===== config.mk =====
export PLATFORM = sky130hd
export DESIGN_NAME = fir_result_pool
export DESIGN_NICKNAME = d
export VERILOG_FILES = /design/src/rtl/fir_result_pool.sv
export SDC_FILE = /design/constraint.sdc
export NUM_CORES = 1
export LEC_CHECK = 0
export BUFFER_PORTS_ARGS = -buffer_cell sky130_fd_sc_hd__clkbuf_2
export CORE_ASPECT_RATIO = 1.75
export CORE_MARGIN = 8
export CORE_UTILIZATION = 45
export CTS_BUF_LIST = sky130_fd_sc_hd__clkbuf_4 sky130_fd_sc_hd__clkbuf_8
export DETAILED_ROUTE_END_ITERATION = 8
export PLACE_DENSITY = 0.67
export SLEW_MARGIN = 20
export SYNTH_ARGS = -nofsm -noshare
export SYNTH_HDL_FRONTEND = slang
export SYNTH_SLANG_ARGS = --single-unit

===== constraint.sdc =====
create_clock -name clk -period 12.45 [get_ports clk]
set_input_delay 1.8675 -clock clk [delete_from_list [all_inputs] [get_ports clk]]
set_output_delay 1.8675 -clock clk [all_outputs]
set_load 0.02 [all_outputs]

===== src/rtl/fir_result_pool.sv =====
// Post-FIR output stage: bias, rounding shift, ReLU, saturation, optional 2x2 max-pool, output FIFO.
// 5 cycles from result_vld_i to pool_vld_o; input never stalls, so a sample that meets a full FIFO is dropped and flagged.
module fir_result_pool #(
    parameter int RES_COL    = 14,
    parameter int RES_ROW    = 14,
    parameter int OUT_WIDTH  = 8,
    parameter int FIFO_DEPTH = 16
) (
    input  logic                 clk,
    input  logic                 reset,
    input  logic [31:0]          result_i,
    input  logic                 result_vld_i,
    input  logic                 result_finish_i,
    input  logic [15:0]          bias_i,
    input  logic [4:0]           shift_i,
    input  logic                 relu_en_i,
    input  logic                 pool_en_i,
    output logic [OUT_WIDTH-1:0] pool_o,
    output logic                 pool_vld_o,
    input  logic                 pool_rdy_i,
    output logic                 frame_done_o,
    output logic                 overflow_o
);
    localparam int NPIX = RES_COL * RES_ROW;
    localparam int ICW  = (NPIX > 1) ? $clog2(NPIX) : 1;
    localparam int CW   = (RES_COL > 1) ? $clog2(RES_COL) : 1;
    localparam int RW   = (RES_ROW > 1) ? $clog2(RES_ROW) : 1;
    localparam int LB   = (RES_COL / 2 > 0) ? RES_COL / 2 : 1;
    localparam int LW   = (LB > 1) ? $clog2(LB) : 1;
    localparam int AW   = $clog2(FIFO_DEPTH);

    localparam logic [ICW-1:0] IN_LAST  = ICW'(NPIX - 1);
    localparam logic [CW-1:0]  COL_LAST = CW'(RES_COL - 1);
    localparam logic [RW-1:0]  ROW_LAST = RW'(RES_ROW - 1);
    localparam logic [AW:0]    FULL_CNT = (AW + 1)'(FIFO_DEPTH);

    typedef logic signed [OUT_WIDTH-1:0] samp_t;

    localparam logic signed [33:0] SAT_MAX = (34'sd1 <<< (OUT_WIDTH - 1)) - 34'sd1;
    localparam logic signed [33:0] SAT_MIN = -(34'sd1 <<< (OUT_WIDTH - 1));
    localparam samp_t SAT_HI = {1'b0, {(OUT_WIDTH - 1){1'b1}}};
    localparam samp_t SAT_LO = {1'b1, {(OUT_WIDTH - 1){1'b0}}};

    // input-side frame tracking and frame-start config
    logic [ICW-1:0]     in_cnt_q, in_cnt_d;
    logic [15:0]        bias_q, bias_d;
    logic [4:0]         shift_q, shift_d;
    logic               relu_q, relu_d, pool_q, pool_d;
    logic               frame_start, in_last, short_end;

    logic               s1_vld_q, s1_vld_d, s1_eof_q, s1_eof_d;
    logic signed [33:0] s1_sum_q, s1_sum_d;
    logic [4:0]         s1_shift_q, s1_shift_d;
    logic               s1_relu_q, s1_relu_d, s1_pool_q, s1_pool_d;

    logic               s2_vld_q, s2_vld_d, s2_eof_q, s2_eof_d;
    logic signed [33:0] s2_val_q, s2_val_d, rnd, sat_v;
    logic               s2_relu_q, s2_relu_d, s2_pool_q, s2_pool_d;

    logic               s3_vld_q, s3_vld_d, s3_eof_q, s3_eof_d, s3_pool_q, s3_pool_d;
    samp_t              s3_dat_q, s3_dat_d;

    logic [CW-1:0]      col_q, col_d;
    logic [RW-1:0]      row_q, row_d;
    samp_t              pair_q, pair_d, pm;
    samp_t              lb_q [LB], lb_d [LB];
    logic [LW-1:0]      lb_idx;

    logic               s4_vld_q, s4_vld_d, s4_eof_q, s4_eof_d;
    samp_t              s4_dat_q, s4_dat_d;

    samp_t              mem_q [FIFO_DEPTH], mem_d [FIFO_DEPTH];
    logic [FIFO_DEPTH-1:0] tag_q, tag_d;
    logic [AW-1:0]      wr_ptr_q, wr_ptr_d, rd_ptr_q, rd_ptr_d;
    logic [AW:0]        cnt_q, cnt_d;
    logic               push, pop, drop;
    logic               overflow_q, overflow_d, done_q, done_d;

    always_comb begin
        frame_start = result_vld_i && (in_cnt_q == '0);
        in_last     = result_vld_i && (in_cnt_q == IN_LAST);
        short_end   = result_finish_i && !in_last && ((in_cnt_q != '0) || result_vld_i);

        bias_d  = bias_q;
        shift_d = shift_q;
        relu_d  = relu_q;
        pool_d  = pool_q;
        if (frame_start) begin
            bias_d  = bias_i;
            shift_d = shift_i;
            relu_d  = relu_en_i;
            pool_d  = pool_en_i;
        end
        in_cnt_d = in_cnt_q;
        if (in_last || short_end)
            in_cnt_d = '0;
        else if (result_vld_i)
            in_cnt_d = in_cnt_q + 1'b1;

        // Config rides with each sample so a back-to-back frame cannot retune in-flight data.
        s1_vld_d   = result_vld_i;
        s1_eof_d   = in_last || short_end;
        s1_sum_d   = {{2{result_i[31]}}, result_i} + {{18{bias_d[15]}}, bias_d};
        s1_shift_d = shift_d;
        s1_relu_d  = relu_d;
        s1_pool_d  = pool_d;

        rnd = '0;
        if (s1_shift_q != '0)
            rnd[s1_shift_q - 5'd1] = 1'b1;
        s2_val_d  = (s1_sum_q + rnd) >>> s1_shift_q;
        s2_vld_d  = s1_vld_q;
        s2_eof_d  = s1_eof_q;
        s2_relu_d = s1_relu_q;
        s2_pool_d = s1_pool_q;

        sat_v = (s2_relu_q && s2_val_q[33]) ? '0 : s2_val_q;
        if (sat_v > SAT_MAX)
            s3_dat_d = SAT_HI;
        else if (sat_v < SAT_MIN)
            s3_dat_d = SAT_LO;
        else
            s3_dat_d = sat_v[OUT_WIDTH-1:0];
        s3_vld_d  = s2_vld_q;
        s3_eof_d  = s2_eof_q;
        s3_pool_d = s2_pool_q;

        col_d    = col_q;
        row_d    = row_q;
        pair_d   = pair_q;
        lb_d     = lb_q;
        s4_vld_d = 1'b0;
        s4_eof_d = s3_eof_q;
        s4_dat_d = s4_dat_q;
        lb_idx   = LW'(col_q >> 1);
        pm       = (s3_dat_q > pair_q) ? s3_dat_q : pair_q;
        if (s3_vld_q) begin
            if (!s3_pool_q) begin
                s4_vld_d = 1'b1;
                s4_dat_d = s3_dat_q;
            end else if (!col_q[0]) begin
                pair_d = s3_dat_q;
            end else if (!row_q[0]) begin
                lb_d[lb_idx] = pm;
            end else begin
                s4_vld_d = 1'b1;
                s4_dat_d = (pm > lb_q[lb_idx]) ? pm : lb_q[lb_idx];
            end
            if (col_q == COL_LAST) begin
                col_d = '0;
                row_d = (row_q == ROW_LAST) ? '0 : row_q + 1'b1;
            end else begin
                col_d = col_q + 1'b1;
            end
        end
        // Trailing odd column/row never completes a window, so restarting the counters is enough.
        if (s3_eof_q) begin
            col_d = '0;
            row_d = '0;
        end

        pop      = (cnt_q != '0) && pool_rdy_i;
        push     = s4_vld_q && ((cnt_q != FULL_CNT) || pop);
        drop     = s4_vld_q && (cnt_q == FULL_CNT) && !pop;
        mem_d    = mem_q;
        tag_d    = tag_q;
        wr_ptr_d = wr_ptr_q;
        rd_ptr_d = rd_ptr_q;
        cnt_d    = cnt_q + (AW + 1)'(push) - (AW + 1)'(pop);
        if (pop) begin
            tag_d[rd_ptr_q] = 1'b0;
            rd_ptr_d        = rd_ptr_q + 1'b1;
        end
        // End of frame marks the newest entry; when nothing is left, done fires straight away.
        if (push) begin
            mem_d[wr_ptr_q] = s4_dat_q;
            tag_d[wr_ptr_q] = s4_eof_q;
            wr_ptr_d        = wr_ptr_q + 1'b1;
        end else if (s4_eof_q && (cnt_d != '0)) begin
            tag_d[wr_ptr_q - 1'b1] = 1'b1;
        end
        done_d     = (pop && tag_q[rd_ptr_q]) || (s4_eof_q && !push && (cnt_d == '0));
        overflow_d = (frame_start ? 1'b0 : overflow_q) | drop;
    end

    always_ff @(posedge clk or posedge reset) begin
        if (reset) begin
            in_cnt_q <= '0; bias_q <= '0; shift_q <= '0; relu_q <= 1'b0; pool_q <= 1'b0;
            s1_vld_q <= 1'b0; s1_eof_q <= 1'b0; s1_sum_q <= '0;
            s1_shift_q <= '0; s1_relu_q <= 1'b0; s1_pool_q <= 1'b0;
            s2_vld_q <= 1'b0; s2_eof_q <= 1'b0; s2_val_q <= '0; s2_relu_q <= 1'b0; s2_pool_q <= 1'b0;
            s3_vld_q <= 1'b0; s3_eof_q <= 1'b0; s3_dat_q <= '0; s3_pool_q <= 1'b0;
            col_q <= '0; row_q <= '0; pair_q <= '0; lb_q <= '{default: '0};
            s4_vld_q <= 1'b0; s4_eof_q <= 1'b0; s4_dat_q <= '0;
            mem_q <= '{default: '0}; tag_q <= '0;
            wr_ptr_q <= '0; rd_ptr_q <= '0; cnt_q <= '0;
            overflow_q <= 1'b0; done_q <= 1'b0;
        end else begin
            in_cnt_q <= in_cnt_d; bias_q <= bias_d; shift_q <= shift_d; relu_q <= relu_d; pool_q <= pool_d;
            s1_vld_q <= s1_vld_d; s1_eof_q <= s1_eof_d; s1_sum_q <= s1_sum_d;
            s1_shift_q <= s1_shift_d; s1_relu_q <= s1_relu_d; s1_pool_q <= s1_pool_d;
            s2_vld_q <= s2_vld_d; s2_eof_q <= s2_eof_d; s2_val_q <= s2_val_d;
            s2_relu_q <= s2_relu_d; s2_pool_q <= s2_pool_d;
            s3_vld_q <= s3_vld_d; s3_eof_q <= s3_eof_d; s3_dat_q <= s3_dat_d; s3_pool_q <= s3_pool_d;
            col_q <= col_d; row_q <= row_d; pair_q <= pair_d; lb_q <= lb_d;
            s4_vld_q <= s4_vld_d; s4_eof_q <= s4_eof_d; s4_dat_q <= s4_dat_d;
            mem_q <= mem_d; tag_q <= tag_d;
            wr_ptr_q <= wr_ptr_d; rd_ptr_q <= rd_ptr_d; cnt_q <= cnt_d;
            overflow_q <= overflow_d; done_q <= done_d;
        end
    end

    assign pool_vld_o   = (cnt_q != '0);
    assign pool_o       = pool_vld_o ? mem_q[rd_ptr_q] : '0;
    assign frame_done_o = done_q;
    assign overflow_o   = overflow_q;

endmodule


==> out/results.ini, run 1 <==
[run_status]
status = completed

[critical_path]
r2r-start = s1_shift_q[2]
slowest_stage = clkinv_1
worstPathRequired_ps = 12920
crit_start = s1_shift_q[2]
worstPathArrival_ps = 6160
critPathKind = reg -> reg
rr_endpoint = s2_val_q[14]
r2r_setup_slack_ps = 6760
cp_cell_sequence = clkinv_1 > nand2_1 > nor2_1 > ha_1 > fa_1 > a211oi_2 > o211ai_2 > a211oi_2 > nor3_1 > o21a_1 > o21ai_1 > a21oi_1 > mux2_2 > a211oi_1 > a211oi_1
worst-path-max-fanout = 20
max_stage_delay_ps = 620
cp.buffers_inverters = 1
critPathTopFamily = compound AO/OA/AOI/OAI gates
end_kind = flip-flop
reg2regPathDepth = 15
cp-start-kind = flip-flop

[cts]
htreeDepth = 2
cts_made_buffers = 55
clockBufferDepth = 3
path_clk_slew_ps = 70
cts_tree = done
ctsResizeCount = 0
insertion_delay_ps = 640
cts-root-buf = clkbuf_8
clock_sink_count = 356
cts_setup_buffers = 0
hold_buffers = 0

[grt]
grt_busiest_layer = met2
use_met3_pct = 2.91
met2_usage_pct = 39.9
grt_pass1_wl_mm = 93.0
antenna_found_initial = 1
grt_overflow = 0
grtUsageMet1_pct = 20.9
first_global_vias = 17318
track_usage_pct = 20.9
grt_max_degree = 128

[yosys]
synth_flop_cell = dfrtp_1
synth_edf_count = 0
yosys-top-cells-count = dfrtp_1, nor2_1, mux2_2, nand2_1, a21oi_1
syn-mean-instance-area_um2 = 10.4
ys_ff_latch = 356
netlist_area_um2 = 21500
synth_nets = 2227
ys_async_sr_fraction_pct = 100
post-synth-top-count-cell = dfrtp_1
postSynthCellCount = 2064
ys_top_cells_by_area = dfrtp_1, mux2_2, mux4_2, ha_1, nor2_1
synth_cell_types = 88
ys_warn_count = 0
seq_area_frac_synth_pct = 41.5
yosysTopAreaCell = dfrtp_1
synth_top_area_share_pct = 41.5

[timing]
slew_violations = 0
fin_crit_sh_pct = 45.7
fin_setup_tns_ps = 0
slew_headroom_pct = 25.8
timing_hold_violations_final = 0
setup_violations = 0
worst_pin_slew_ps = 1110
rsz0062_at_grt = false
fin_crit_ps = 5690
fmax_mhz = 176
finClkSkew_ps = 47.6

[final_layout]
syn_to_final_growth_pct = 9.57
layout-drive-gt1-share_pct = 21.4
fin_area_um2 = 23500
fin_nets = 2262

[route]
vias = 16615
drcViolationCount = 0
drt-vias-per-instance = 6.07
avgRoutedWirePerCell_um = 21.4
drtIter0Drc = 1015
wl_mm = 58.7
ant_nets = 0
drt_pass1_iterations = 7

[place]
placed_area_um2 = 22300
gp_congestion = 0.952
port-buffer-count = 70
place_hpwl_mm = 43.6

[die]
die_area_um2 = 55200
core_um2 = 47500
ioPinCount = 71
fp-row-count = 106
die_w_um = 181
dieHeight_um = 305
start_util_pct = 45.2

[run]
max_cap_violations = 0

[pwr]
vdd_drop_max_mv = 0.156
powerDensity_nw_per_um2 = 301
p_leak_nw = 10.3

[hold_path]
min_from = s2_pool_q
hold_end = s3_pool_q
hold_path_depth = 0
hold_path.class = reg -> reg

[layout make-up]
type                            count  area (um^2)
Antenna cell                        1         2.50
Sequential cell                   356         8910
Timing Repair Buffer               91          512
Fill cell                        4345        24000
Clock inverter                     16          155
Tap cell                          594          743
Inverter                           70          270
Multi-Input combinational cell   1525        11800
Clock buffer                       83         1080
[worst register-to-register path, delay by kind of cell (launching register included)]
kind / cells / cell delay [ps]
fa+ha+maj: 2 / 690
buf+inv: 1 / 620
simple gates: 3 / 850
compound gates: 8 / 2460
flops: 1 / 580
mux: 1 / 360
[flip-flops by register name, indices dropped and copies added, names as in the netlist, 4 cells and up]
signal and cells:
s4_dat_q 8, col_q 4, s1_sum_q 33, s2_val_q 34, cnt_q 5, wr_ptr_q 4, s1_shift_q 5, s3_dat_q 8
bias_q 16, pair_q 8, row_q 4, lb_q 56, in_cnt_q 8, rd_ptr_q 4, mem_q 128, tag_q 16
[per-layer routing]
layer,up-vias,wire length [um]
met5,-,0
met4,0,3770
met3,243,2400
met2,539,31900
met1,8150,20600
li1,7683,-
[where the power goes]
part | internal [W] | switching, W | total, W
Clock | 0.000598 | 0.000469 | 0.00107
Sequential | 0.00164 | 0.000350 | 0.00199
Combinational | 0.00173 | 0.00230 | 0.00402
Total | 0.00397 | 0.00312 | 0.00708
[per-stage QoR]
stage | util, % | power [W] | setup WS (ps) | hold WS (ps) | instances
6_report | 49.5 | 0.00708 | 6760 | 340 | 2736
5_1_grt | 49.5 | 0.00757 | 6380 | 364 | 2736
4_1_cts | 49.5 | 0.00708 | 6760 | 353 | 2735
3_5_place_dp | 46.9 | 0.00598 | 6450 | 338 | 2636
3_3_place_gp | 46.9 | 0.00587 | 6560 | 335 | 2636
2_1_floorplan | - | 0.00494 | 706 | 331 | 2064
[cells by family after synthesis]
kind of cell    count (synthesis)  synth area share [%]
flops                         356                  41.5
simple gates                  557                  12.2
other cells                     1                0.0175
mux                           294                  18.2
fa+ha+maj                     103                  6.11
buf+inv                       183                  3.39
compound gates                496                  15.5
xor+xnor                       74                  3.02
[layout by cell type (no fill, tap or decap), drive strengths merged, types with 7 or more instances in the layout]
cell type / n
nor4: 12
o221ai: 20
a21o: 36
or2: 7
clkinv: 11
clkbuf: 153
nor2b: 27
nor3: 44
a211oi: 21
ha: 100
mux2i: 55
o22ai: 7
mux2: 180
mux4: 59
a31oi: 13
o211ai: 30
buf: 21
o21bai: 9
nand3: 43
nor2: 184
xnor2: 51
and2: 12
or3: 16
a21oi: 135
nand2: 139
o21ai: 100
nand4: 26
o21a: 20
inv: 69
dfrtp: 356
and3: 14
a22oi: 16
a221oi: 11
xor2: 23
nand2b: 11
[worst max path at each step]
stage	to	slack (ps)	depth (start not counted)
4_1_cts	s2_val_q[1]	6760	14
5_1_grt	s2_val_q[11]	6380	14
3_3_place_gp	s1_sum_q[30]	6560	17
3_5_place_dp	s1_sum_q[32]	6450	17
2_1_floorplan	bias_q[0]	710	1
6_report	s2_val_q[14]	6760	15
Power figures use the tool's default switching activity.
==> inputs of run 2 (changes only) <==
Clock period 12.45 ns to 5.2 ns, I/O delays scaled along.
==> out/results.ini, run 2 (same netlist as run 1, synthesis figures left out) <==
[critical_path]
cp-start-kind = flip-flop  ; unchanged
cp_cell_sequence = or4_1 > nor4b_1 > nand2_1 > buf_12 > mux2_2 > ha_1 > and3_1 > and3_1 > nand3_1 > a211oi_1 > o31ai_2 > a31oi_1 > a311o_1 > a21o_1 > a21oi_1 > xnor2_1  ; was clkinv_1 > nand2_1 > nor2_1 > ha_1 > fa_1 > a211oi_2 > o211ai_2 > a211oi_2 > nor3_1 > o21a_1 > o21ai_1 > a21oi_1 > mux2_2 > a211oi_1 > a211oi_1
max_stage_delay_ps = 550  ; was 620 ps
worstPathRequired_ps = 5720  ; was 12920 ps
slowest_stage = or4_1  ; was clkinv_1
worst-path-max-fanout = 24  ; was 20
cpMostUsedCell = and3_1
cp.buffers_inverters = 1  ; unchanged
r2r_setup_slack_ps = 310  ; was 6760 ps
worstPathArrival_ps = 5410  ; was 6160 ps
critPathKind = reg -> reg  ; unchanged
critPathTopFamily = simple AND/OR/NAND/NOR gates  ; was compound AO/OA/AOI/OAI gates
end_kind = flip-flop  ; unchanged

[die]
fp-row-count = 106  ; unchanged
start_util_pct = 45.2  ; unchanged
core_um2 = 47500  ; unchanged
die_w_um = 181  ; unchanged
dieHeight_um = 305  ; unchanged
die_area_um2 = 55200  ; unchanged
ioPinCount = 71  ; unchanged

[grt]
grt_max_degree = 188  ; was 128
track_usage_pct = 21.3  ; was 20.9%
antenna_found_initial = 1  ; unchanged
grt_overflow = 0  ; unchanged
first_global_vias = 17943  ; was 17318
grt_pass1_wl_mm = 94.4  ; was 93.0 mm

[cts]
cts_made_buffers = 55  ; unchanged
cts-root-buf = clkbuf_8  ; unchanged
cts_tree = done  ; unchanged
cts_setup_buffers = 0  ; unchanged
clockBufferDepth = 3  ; unchanged
path_clk_slew_ps = 60  ; was 70 ps
clock_sink_count = 356  ; unchanged
htreeDepth = 2  ; unchanged
insertion_delay_ps = 620  ; was 640 ps

[route]
avgRoutedWirePerCell_um = 21.2  ; was 21.4 um
ant_nets = 0  ; unchanged
drt-vias-per-instance = 6.05  ; was 6.07
vias = 16884  ; was 16615
drt_pass1_iterations = 6  ; was 7
wl_mm = 59.2  ; was 58.7 mm
drtIter0Drc = 871  ; was 1015
drcViolationCount = 0  ; unchanged

[place]
gp_congestion = 0.960  ; was 0.952
dp_cells = 2692  ; was 2636
dp_slack_ps = 45.4  ; was 6450 ps
port-buffer-count = 70  ; unchanged
place_hpwl_mm = 45.3  ; was 43.6 mm

[final_layout]
mostFrequentLayoutCells = dfrtp_1, nor2_1, mux2_2  ; unchanged
top_regs = mem_q: 128 flops, lb_q: 56 flops, s2_val_q: 34 flops  ; unchanged
regMostFlops = mem_q  ; unchanged
fin_cells = 2790  ; was 2736
postLayoutCoreUtil_pct = 50.5  ; was 49.5%
layout-drive-gt1-share_pct = 23.6  ; was 21.4%
final_common_cell = dfrtp_1  ; unchanged
fin_nets = 2318  ; was 2262
largest_reg_flops = 128  ; unchanged
syn_to_final_growth_pct = 11.7  ; was 9.57%

[timing]
timing_hold_violations_final = 0  ; unchanged
fin_crit_ps = 4890  ; was 5690 ps
whs_ps = 338  ; was 340 ps
slew_headroom_pct = 26.8  ; was 25.8%
worst_pin_slew_ps = 1090  ; was 1110 ps
rsz0062_at_grt = false  ; unchanged
setup_violations = 0  ; unchanged
finClkSkew_ps = 20.7  ; was 47.6 ps
fmax_mhz = 205  ; was 176 MHz
fin_crit_sh_pct = 94.0  ; was 45.7%
fin_ws_ps = 312  ; was 6760 ps
slew_violations = 0  ; unchanged

[hold_path]
hold_path.class = reg -> reg  ; unchanged

[run_status]
status = completed  ; unchanged

[pwr]
powerDensity_nw_per_um2 = 726  ; was 301 nW/um^2
fin_total_pwr_w = 0.0174  ; was 0.00708 W
p_leak_nw = 10.6  ; was 10.3 nW
vdd_drop_max_mv = 0.478  ; was 0.156 mV

[run]
max_cap_violations = 0  ; unchanged

## run 2: changes by cell type in the layout (fill, tap and decap cells not counted), moves of 2 or more
| cell | delta |
|---|---|
| clkinv_2 | -4 |
| clkbuf_4 | +5 |
| clkbuf_8 | -3 |
| buf_4 | +55 |
| buf_12 | +2 |
## run 2: worst reg2reg max path, delay by kind of cell (launching register included)
kind                       cells  cell delay, ps
AOI/OAI and AO/OA              6            1480
xor gates and xnor gates       1             190
adders and majority gates      1             440
buffers and inverters          1             190
DFF                            1             420
muxes                          1             460
and+or+nand+nor                6            1610
## run 2: metal layers
metal / wire [um] / share of wire, % / vias up / track usage [%]
met5: 0 / 0 / - / 0
met4: 4390 / 7.4 / 0 / 14.8
met3: 2120 / 3.6 / 236 / 2.99
met2: 32700 / 55 / 489 / 41.8
met1: 20000 / 34 / 8343 / 19.8
li1: - / - / 7816 / -
## run 2: area by class of cell
class,instances,area [um^2]
fillers,4301,23500
multi-input cells,1525,11900
flip-flops and latches,356,8910
clock buffers,85,1080
repair buffers,147,953
well taps,594,743
inverters,70,267
clock inverters,12,158
diodes,1,2.50
## run 2: report_power, final
group	internal, W	switching [W]
sequential	0.00393	0.000945
clock	0.00147	0.00109
combinational	0.00448	0.00548
## run 2: repair_timing
| action | in CTS | in global routing |
|---|---|---|
| gates resized for setup | 0 | 4 |
| setup endpoints to repair | 0 | 4 |
| hold buffers | 0 | 0 |
## run 2: per-stage QoR
| stage | TNS (ps) | instance area [um^2] |
|---|---|---|
| finish | 0 | 24000 |
| global route | 0 | 24000 |
| CTS | 0 | 23900 |
| detailed placement | 0 | 22700 |
| global placement | 0 | 22700 |
| floorplan | -124720 | 21500 |
## run 2: final timing paths
kind	startpoint	end	depth (start not counted)
setup / recovery	in_cnt_q[2]	s1_sum_q[30]	16
hold / removal	s2_vld_q	s3_vld_q	0
setup reg to reg	in_cnt_q[2]	s1_sum_q[30]	16
hold reg to reg	s2_vld_q	s3_vld_q	0
max in group asynchronous	reset	rd_ptr_q[1]	3
min in group asynchronous	reset	mem_q[36]	3
